--- src/rtl/conv_out_collector_pkg.sv ---
// conv_out_collector_pkg: shared CNN types and output-geometry helpers
package conv_out_collector_pkg;
  typedef enum logic [1:0] {IDLE, COLLECT, DRAIN} state_t;
  function automatic int out_w(input int img_w, input int stride);
    return (img_w + stride - 1) / stride;
  endfunction
  function automatic int out_h(input int img_h, input int stride);
    return (img_h + stride - 1) / stride;
  endfunction
  function automatic int frame_depth(input int img_w, input int img_h, input int stride);
    return out_w(img_w, stride) * out_h(img_h, stride);
  endfunction
endpackage

--- src/rtl/conv_out_collector_frame_buffer_ram.sv ---
// frame_buffer_ram: simple dual-port RAM, one write port, one registered read port
// Ports: CLK; wr_en/wr_addr/wr_data write port; rd_addr -> rd_data one cycle later.
module frame_buffer_ram #(
  parameter int DEPTH = 49,
  parameter int Datawidth = 16,
  parameter int AW = 6
) (
  input  logic                 CLK,
  input  logic                 wr_en,
  input  logic [AW-1:0]        wr_addr,
  input  logic [Datawidth-1:0] wr_data,
  input  logic [AW-1:0]        rd_addr,
  output logic [Datawidth-1:0] rd_data
);
  logic [Datawidth-1:0] mem [DEPTH];
  always_ff @(posedge CLK) begin
    if (wr_en) mem[wr_addr] <= wr_data;
    rd_data <= mem[rd_addr];
  end
endmodule

--- src/rtl/conv_out_collector.sv ---
// conv_out_collector: buffers one conv output frame, then drains it in raster order
// Ports: CLK, CLR (async active-low); Start arms a frame; Valid_IN/In capture beats;
// Out_Valid/Out_Ready/Out/Out_Last drain stream; Frame_Done pulse; Overflow sticky; Busy.
module conv_out_collector import conv_out_collector_pkg::*; #(
  parameter int IMG_Width = 7,
  parameter int IMG_Height = 7,
  parameter int Datawidth = 16,
  parameter int Stride = 1
) (
  input  logic                 CLK,
  input  logic                 CLR,
  input  logic                 Start,
  input  logic                 Valid_IN,
  input  logic [Datawidth-1:0] In,
  input  logic                 Out_Ready,
  output logic                 Out_Valid,
  output logic [Datawidth-1:0] Out,
  output logic                 Out_Last,
  output logic                 Frame_Done,
  output logic                 Overflow,
  output logic                 Busy
);
  localparam int DEPTH = frame_depth(IMG_Width, IMG_Height, Stride);
  localparam int AW = DEPTH > 1 ? $clog2(DEPTH) : 1;
  localparam logic [AW-1:0] LAST = AW'(DEPTH - 1);
  state_t state, state_n;
  logic [AW-1:0] wr_ptr, rd_ptr, rd_addr;
  logic [Datawidth-1:0] rd_data;
  logic wr_en, wr_last, fire, rd_last;
  assign wr_en = state == COLLECT && Valid_IN;
  assign wr_last = wr_en && wr_ptr == LAST;
  assign fire = Out_Valid && Out_Ready;
  assign rd_last = rd_ptr == LAST;
  // Look one word ahead on a transfer so the registered read has the next word ready without a bubble.
  assign rd_addr = fire && !rd_last ? rd_ptr + AW'(1) : rd_ptr;
  assign Out_Last = Out_Valid && rd_last;
  // RAM output is not reset, so gate it to keep Out at zero whenever nothing is presented.
  assign Out = Out_Valid ? rd_data : '0;
  assign Busy = state != IDLE;
  always_comb
    state_n = state == IDLE    ? (Start ? COLLECT : IDLE) :
              state == COLLECT ? (wr_last ? DRAIN : COLLECT) :
                                 (fire && rd_last ? IDLE : DRAIN);
  always_ff @(posedge CLK or negedge CLR)
    if (!CLR) state <= IDLE;
    else state <= state_n;
  always_ff @(posedge CLK or negedge CLR)
    if (!CLR) begin
      wr_ptr <= '0;
      rd_ptr <= '0;
      Out_Valid <= 1'b0;
      Frame_Done <= 1'b0;
      Overflow <= 1'b0;
    end else begin
      wr_ptr <= state != COLLECT || wr_last ? '0 : wr_ptr + AW'(wr_en);
      rd_ptr <= state != DRAIN || (fire && rd_last) ? '0 : rd_ptr + AW'(fire);
      // The first DRAIN cycle only issues the read of word 0; valid follows one cycle later.
      Out_Valid <= state == DRAIN && !(fire && rd_last);
      Frame_Done <= wr_last;
      Overflow <= state == IDLE && Start ? 1'b0 : Overflow | (state == DRAIN && Valid_IN);
    end
  frame_buffer_ram #(.DEPTH(DEPTH), .Datawidth(Datawidth), .AW(AW)) u_ram (
    .CLK(CLK),
    .wr_en(wr_en),
    .wr_addr(wr_ptr),
    .wr_data(In),
    .rd_addr(rd_addr),
    .rd_data(rd_data)
  );
endmodule
--- config.mk ---
export PLATFORM = sky130hd
export DESIGN_NAME = conv_out_collector
export DESIGN_NICKNAME = d
export VERILOG_FILES = /design/src/rtl/conv_out_collector_pkg.sv /design/src/rtl/conv_out_collector_frame_buffer_ram.sv /design/src/rtl/conv_out_collector.sv
export SDC_FILE = /design/constraint.sdc
export NUM_CORES = 1
export LEC_CHECK = 0
export CAP_MARGIN = 30
export CORE_MARGIN = 3
export CORE_UTILIZATION = 43
export DETAILED_ROUTE_END_ITERATION = 12
export PLACE_DENSITY = 0.56
export REMOVE_ABC_BUFFERS = 1
export SYNTH_ARGS = -nofsm -noshare
export SYNTH_HDL_FRONTEND = slang
export SYNTH_SLANG_ARGS = --single-unit
export TNS_END_PERCENT = 10
--- constraint.sdc ---
create_clock -name CLK -period 3.3 [get_ports CLK]
set_input_delay 0.66 -clock CLK [delete_from_list [all_inputs] [get_ports CLK]]
set_output_delay 0.66 -clock CLK [all_outputs]
set_load 0.05 [all_outputs]
### Yosys cells after proc, flatten, opt, wreduce, memory -nomap -nowiden

Memory sizes are Yosys's and may differ from the RTL's. A register that Yosys moved wholly into a read port is not among the register bits.
Index checks and enable logic that the tools add are counted.

* $add $sub $neg: 3
* eq/ne operators: 6
* multiplexer cells: 12
* bitwise gates (word level): 1
* reduce and logical (&&, ||, !) cells: 15

Operators with widths (number)
* 2-to-1 mux 6 bit: 3
* 2-to-1 mux 16 bit: 1
* adder 6 x 1 -> 6 bit: 2
* equality test 6 bit, second input constant: 2
* logical AND 1 bit: 9
* 2-to-1 mux 2 bit: 4
* adder 6 x 1 -> 6 bit, second input constant: 1
* 2-to-1 mux 1 bit: 4
* equality test 2 x 1 -> 1 bit, second input constant: 1
* equality test 2 bit, second input constant: 1
* logical NOT 1 bit: 2
* logical NOT 2 bit: 1
* logical OR 1 bit: 2
* inequality test 2 x 1 -> 1 bit, second input constant: 1
* inequality test 2 bit, second input constant: 1
* nonzero test 2 bit: 1
* bitwise OR 1 bit: 1

* register bits: 17
* RAM bits: 784
* bits of input ports: 21
* output and inout bits: 21
* memories: 1

Memory list
* u_ram.mem: depth 49, bits a word 16, read ports 1, clocked after memory_dff 1, wr ports 1, line conv_out_collector_frame_buffer_ram.sv:15 `logic [Datawidth-1:0] mem [DEPTH];`

### Depth between registers and ports, before layout

* depth after elaboration: 6
* depth in mapped cells: 17
* depth with buffers taken out: 10

### By module

From an unflattened synthesis, not the netlist that was laid out.

* cells, all modules: 1453
* area total of the unflattened synthesis: 31559.0 um^2

Modules (own cells, without submodules)
* frame_buffer_ram: times used 1, cells an instance 1343, area each 30510.5 um^2, seq. area each 23862.9 um^2
* conv_out_collector: times used 1, cells an instance 110, area each 1048.5 um^2, seq. area each 425.4 um^2

### Least setup slack after synthesis

Ideal clock, no wire load.

* kind: reg-to-reg
* start point: register rd_ptr[0]
* end point: register u_ram.rd_data[10] (read register of u_ram.mem)
* setup time: 0.136 ns
* data arrival time: 3.013 ns
* setup slack: 0.150 ns
* stages on the path, launching flop included: 16
* period minus slack after synthesis: 3.150 ns
* cells stage by stage: dfrtp_1 -> inv_1 -> clkbuf_1 -> clkbuf_1 -> ha_1 -> and3b_1 -> buf_6 -> a31oi_4 -> buf_6 -> nand2_8 -> buf_12 -> mux4_2 -> a21o_1 -> a2bb2oi_1 -> nand4_1 -> a31oi_1

* word-level cells in the longest chain between the ends: 4
* elaborated cells on any way between the ends: 5
* classes of those cells: add/sub: 1; eq/ne: 1; mux: 1; reduce/logical: 2

Ends and longest elaborated chain
* start, declared: line conv_out_collector.sv:27 `logic [AW-1:0] wr_ptr, rd_ptr, rd_addr;`
* start signal, assigned: line conv_out_collector.sv:56 `rd_ptr <= state != DRAIN || (fire && rd_last) ? '0 : rd_ptr + AW'(fire);`
* parallel branches: the longest is 3 deep, another holds adder 6 x 1 -> 6 bit
* 2-to-1 mux 6 bit *: line conv_out_collector.sv:35 `assign rd_addr = fire && !rd_last ? rd_ptr + AW'(1) : rd_ptr;`
* end, declared: line conv_out_collector_frame_buffer_ram.sv:13 `output logic [Datawidth-1:0] rd_data`

Mark *: on every way between the ends.

### Worst setup path after layout

* start point: register rd_ptr[0]
* end point: register u_ram.rd_data[12] (read register of u_ram.mem)

The elaborated chain is that of the path after synthesis.

==> out/metrics.cfg <==
[layout]
diodes = 0
final_cells = 3770
fin_util = 0.516
layout-area-overhead-vs-synth_pct = 17.9
post-route-cell-area_mm2 = 0.0395
layout.nets = 2700
drive_gt1_frac = 0.164
fillerInstances = 6483

[timing]
timing.final.hold_violations = 0
min_period_over_period = 0.966
rsz_0062_raised_after_global_routing = yes
final.setup.tns_ns = 0
timing.final.setup_violations = 0
worst_pin_slew_ns = 0.978
maximum_clock_skew_at_final_layout_ns = 0.0185
timing.final.ws_setup_ns = 0.114
maxSlewViolCount = 0
relSlewSlack = 0.348
clock.fmax_ghz = 0.314
period_minus_slack_ns = 3.19

[synth]
post_synth_main_area_contributors = edfxtp_1 70%, nand2_1 5.7%, nand3_1 2.7%
synth_compound_area_frac = 0.0907
synth.avg_cell_area_um2 = 13.8
synth-async-reset-ratio = 0.0208
yosysTopAreaCellShare = 0.702
synth_xor_xnor_area_share = 0.00313
synth_cell_type_count = 70
ranking_of_synthesized_cells_by_instance_count = 784 x edfxtp_1, 508 x nand2_1, 181 x nand3_1, 96 x nor2_1, 81 x a31oi_1
synth.largest_area_cell = edfxtp_1
total_of_warnings_raised_by_yosys = 0
dominant_cell_by_count_in_the_synthesized_netlist = edfxtp_1
synth_simple_gate_area_share = 0.121
synthAdderAreaFrac = 0.00224
yosys_register_bits = 817
post_synth_mux_area_share = 0.0304
number_of_flops_mapped_to_enable_cells_by_yosys = 784
yosysSeqAreaShare = 0.724
postSynthCellCount = 2438
synth_top_family_by_area = simple AND/OR/NAND/NOR gates
ys_dominant_reg_cell = edfxtp_1
synth.cell_area_mm2 = 0.0335

[clock_network]
cts.root.buffer_cell = clkbuf_16
clock_sinks = 817
clock_latency_at_the_later_pin_of_the_worst_skew_pair_ns = 0.63
cts_tree = built
cts.reportedPaths.clkPinSlew_ns = 0.06
cts_max_level = 3
cts-root-to-sink-buffers = 3
cts_setup_buffers = 0
numCtsBuffers = 87
hold_buffers = 0

[critical_path]
buffers_inverters_on_critical_path = 4
critical_path.max_fanout = 105
crit_path_cell_trace = buf_16 -> ha_1 -> nand3_1 -> a21o_1 -> o21ai_4 -> buf_12 -> buf_12 -> mux2i_1 -> o21ai_0 -> o211ai_1 -> buf_4 -> a31oi_1
timing.critical_path.depth = 12
data_arrival_time_at_the_worst_slack_endpoint_ns = 3.69
cpLargestDelayFamily = compound AO/OA/AOI/OAI gates
reg2reg_depth = 12
rr_startpoint = rd_ptr[0]
worst_path_max_delay_cell = dfrtp_4
crit_top_cell = buf_12
critPathKind = reg2reg
reg2reg_setup_slack_ns = 0.11
delay_of_the_slowest_cell_on_the_worst_path_ns = 0.44
reg2reg_to = u_ram.rd_data[12]
endpoint_kind = register
worst-endpoint-required_ns = 3.81
startpoint_type = register

[detailed_routing]
drtPass1Iterations = 7
route.vias.total = 21900
drtIter0Drc = 2444
antenna_left = 0
highest-signal-layer = met4
post_drt_wl_per_cell_um = 25.1
postRouteWirelength_mm = 94.5
route.detailed.vias_per_inst = 5.80
met1_length_mm = 41.4
wl_met3_mm = 5.59
wl_met2_mm = 44.9
drc_errors = 0

[power]
cellLeakagePower_nw = 13.5
ir_worst_vdd_mv = 0.434
pwr_density_cell_mw_per_mm2 = 565
power.switching_fraction = 0.220
power_report.internal_total_mw = 17.4
power.share.clock = 0.407
share_seq_of_total_power = 0.538
net-switching-power_mw = 4.93
combinationalPowerShare = 0.055

[global_route]
grt_overflow_total = 0
grtUsageTotal = 0.230
grt_antenna_before_repair = 0
grt_pass1_wl_mm = 140
vias_in_the_first_global_route = 21700
grt_max_degree = 106

[worst_hold_path]
timing.hold.worst_path_depth = 1
hold-path-endpoint = u_ram.mem[45][6]
worstHoldStart = In[6]
min-delay-path-class = in2reg

[place]
preCtsSetupSlack_ns = -0.233
postPlaceCellArea_mm2 = 0.0368
hpwl_mm = 62.1
dpl.cell_count = 3609
buffer_ports.inserted = 41
gp_routability_congestion = 0.875

[run]
timing.max_cap.violations = 0

[run_status]
status = complete, no violations

[floorplanning]
die_area_mm2 = 0.0814
die_height_um = 285
floorplan.io_pins = 42
initial_core_util = 0.438
die-width_um = 285
core_area_mm2 = 0.0766
fp-row-count = 101

## power groups by stage
stage                     logic, mW  registers, mW  clock network, mW
final                          1.22           12.0               9.10
after global routing           1.33           12.1               9.73
after CTS                      1.22           12.0               9.28
after detailed placement       1.22           12.2                  0
after global placement         1.18           12.2                  0
after floorplan               0.593           12.2                  0
## worst max path at each step
stage              start                end  slack, ns
2_1_floorplan  rd_ptr[0]  u_ram.rd_data[13]      -5.76
3_3_place_gp   Out_Ready   u_ram.rd_data[4]      -0.20
3_5_place_dp   Out_Ready   u_ram.rd_data[4]      -0.23
4_1_cts        rd_ptr[0]   u_ram.rd_data[4]       0.04
5_1_grt        rd_ptr[0]  u_ram.rd_data[12]      -0.05
6_report       rd_ptr[0]  u_ram.rd_data[12]       0.11
## sequential cells by signal, summed over array words and instances, names as in the netlist
signal,count
Frame_Done,1
Out_Valid,1
Overflow,1
rd_ptr,6
state,2
u_ram.mem,784
u_ram.rd_data,16
wr_ptr,6
## layout make-up
type | instances | area [µm²] | share of cell area
Clock buffer | 127 | 2390 | 0.0605
Clock inverter | 29 | 235 | 0.00595
Inverter | 9 | 35.0 | 0.000886
Multi-Input combinational cell | 1450 | 8360 | 0.211
Sequential cell | 817 | 24300 | 0.615
Tap cell | 1030 | 1290 | 0.0326
Timing Repair Buffer | 308 | 2930 | 0.0741
## metal layers
layer / GRT usage / vias to the layer above
met5: 0 / -
met4: 0.0692 / 0
met3: 0.0340 / 139
met2: 0.374 / 739
met1: 0.322 / 11200
li1: - / 9815
## timing repair
item	in CTS	in global routing
gates resized for setup	2	5
setup endpoints to repair	14	12
hold endpoints to repair	0	0
gates cloned	0	0
## cells in the final DEF (no fill, tap or decap), drive strengths merged, types with 8 or more instances in the layout
master,netlist,layout
buf,110,284
mux4,12,12
a211o,13,13
a32oi,18,18
inv,8,11
mux2,16,16
a211oi,47,47
nand4,36,36
clkdlybuf4s50,0,24
nand3,181,181
a21o,8,8
nand2,510,510
o221ai,24,24
a31oi,82,82
edfxtp,784,784
o211ai,12,12
dfrtp,17,17
a21oi,61,61
dfxtp,16,16
mux2i,57,57
and3,41,41
o22ai,42,42
a221oi,24,24
o21ai,42,42
clkbuf,52,127
a32o,10,10
nor2,99,99
clkinv,1,24
and2,25,25
## worst register-to-register path: cells and delay by family, from the launching register on
kind | cells | cell delay (ns)
flops | 1 | 0.44
simple gates | 1 | 0.15
mux | 1 | 0.24
fa+ha+maj | 1 | 0.30
buf+inv | 4 | 0.88
compound gates | 5 | 1.06
## cells by family after synthesis
kind of cell,Yosys count
AOI/OAI and AO/OA,427
and+or+nand+nor,920
DFF,817
muxes,85
xor gates and xnor gates,12
buffers and inverters,171
adders and majority gates,6
## metrics by stage
step | total power, mW | hold WS [ns]
floorplan | 12.8 | 0.364
global placement | 13.4 | 0.500
detailed placement | 13.5 | 0.523
CTS | 22.5 | 0.368
global route | 23.1 | 0.297
finish | 22.4 | 0.316
Note: power is estimated with default switching activity, not from simulation.
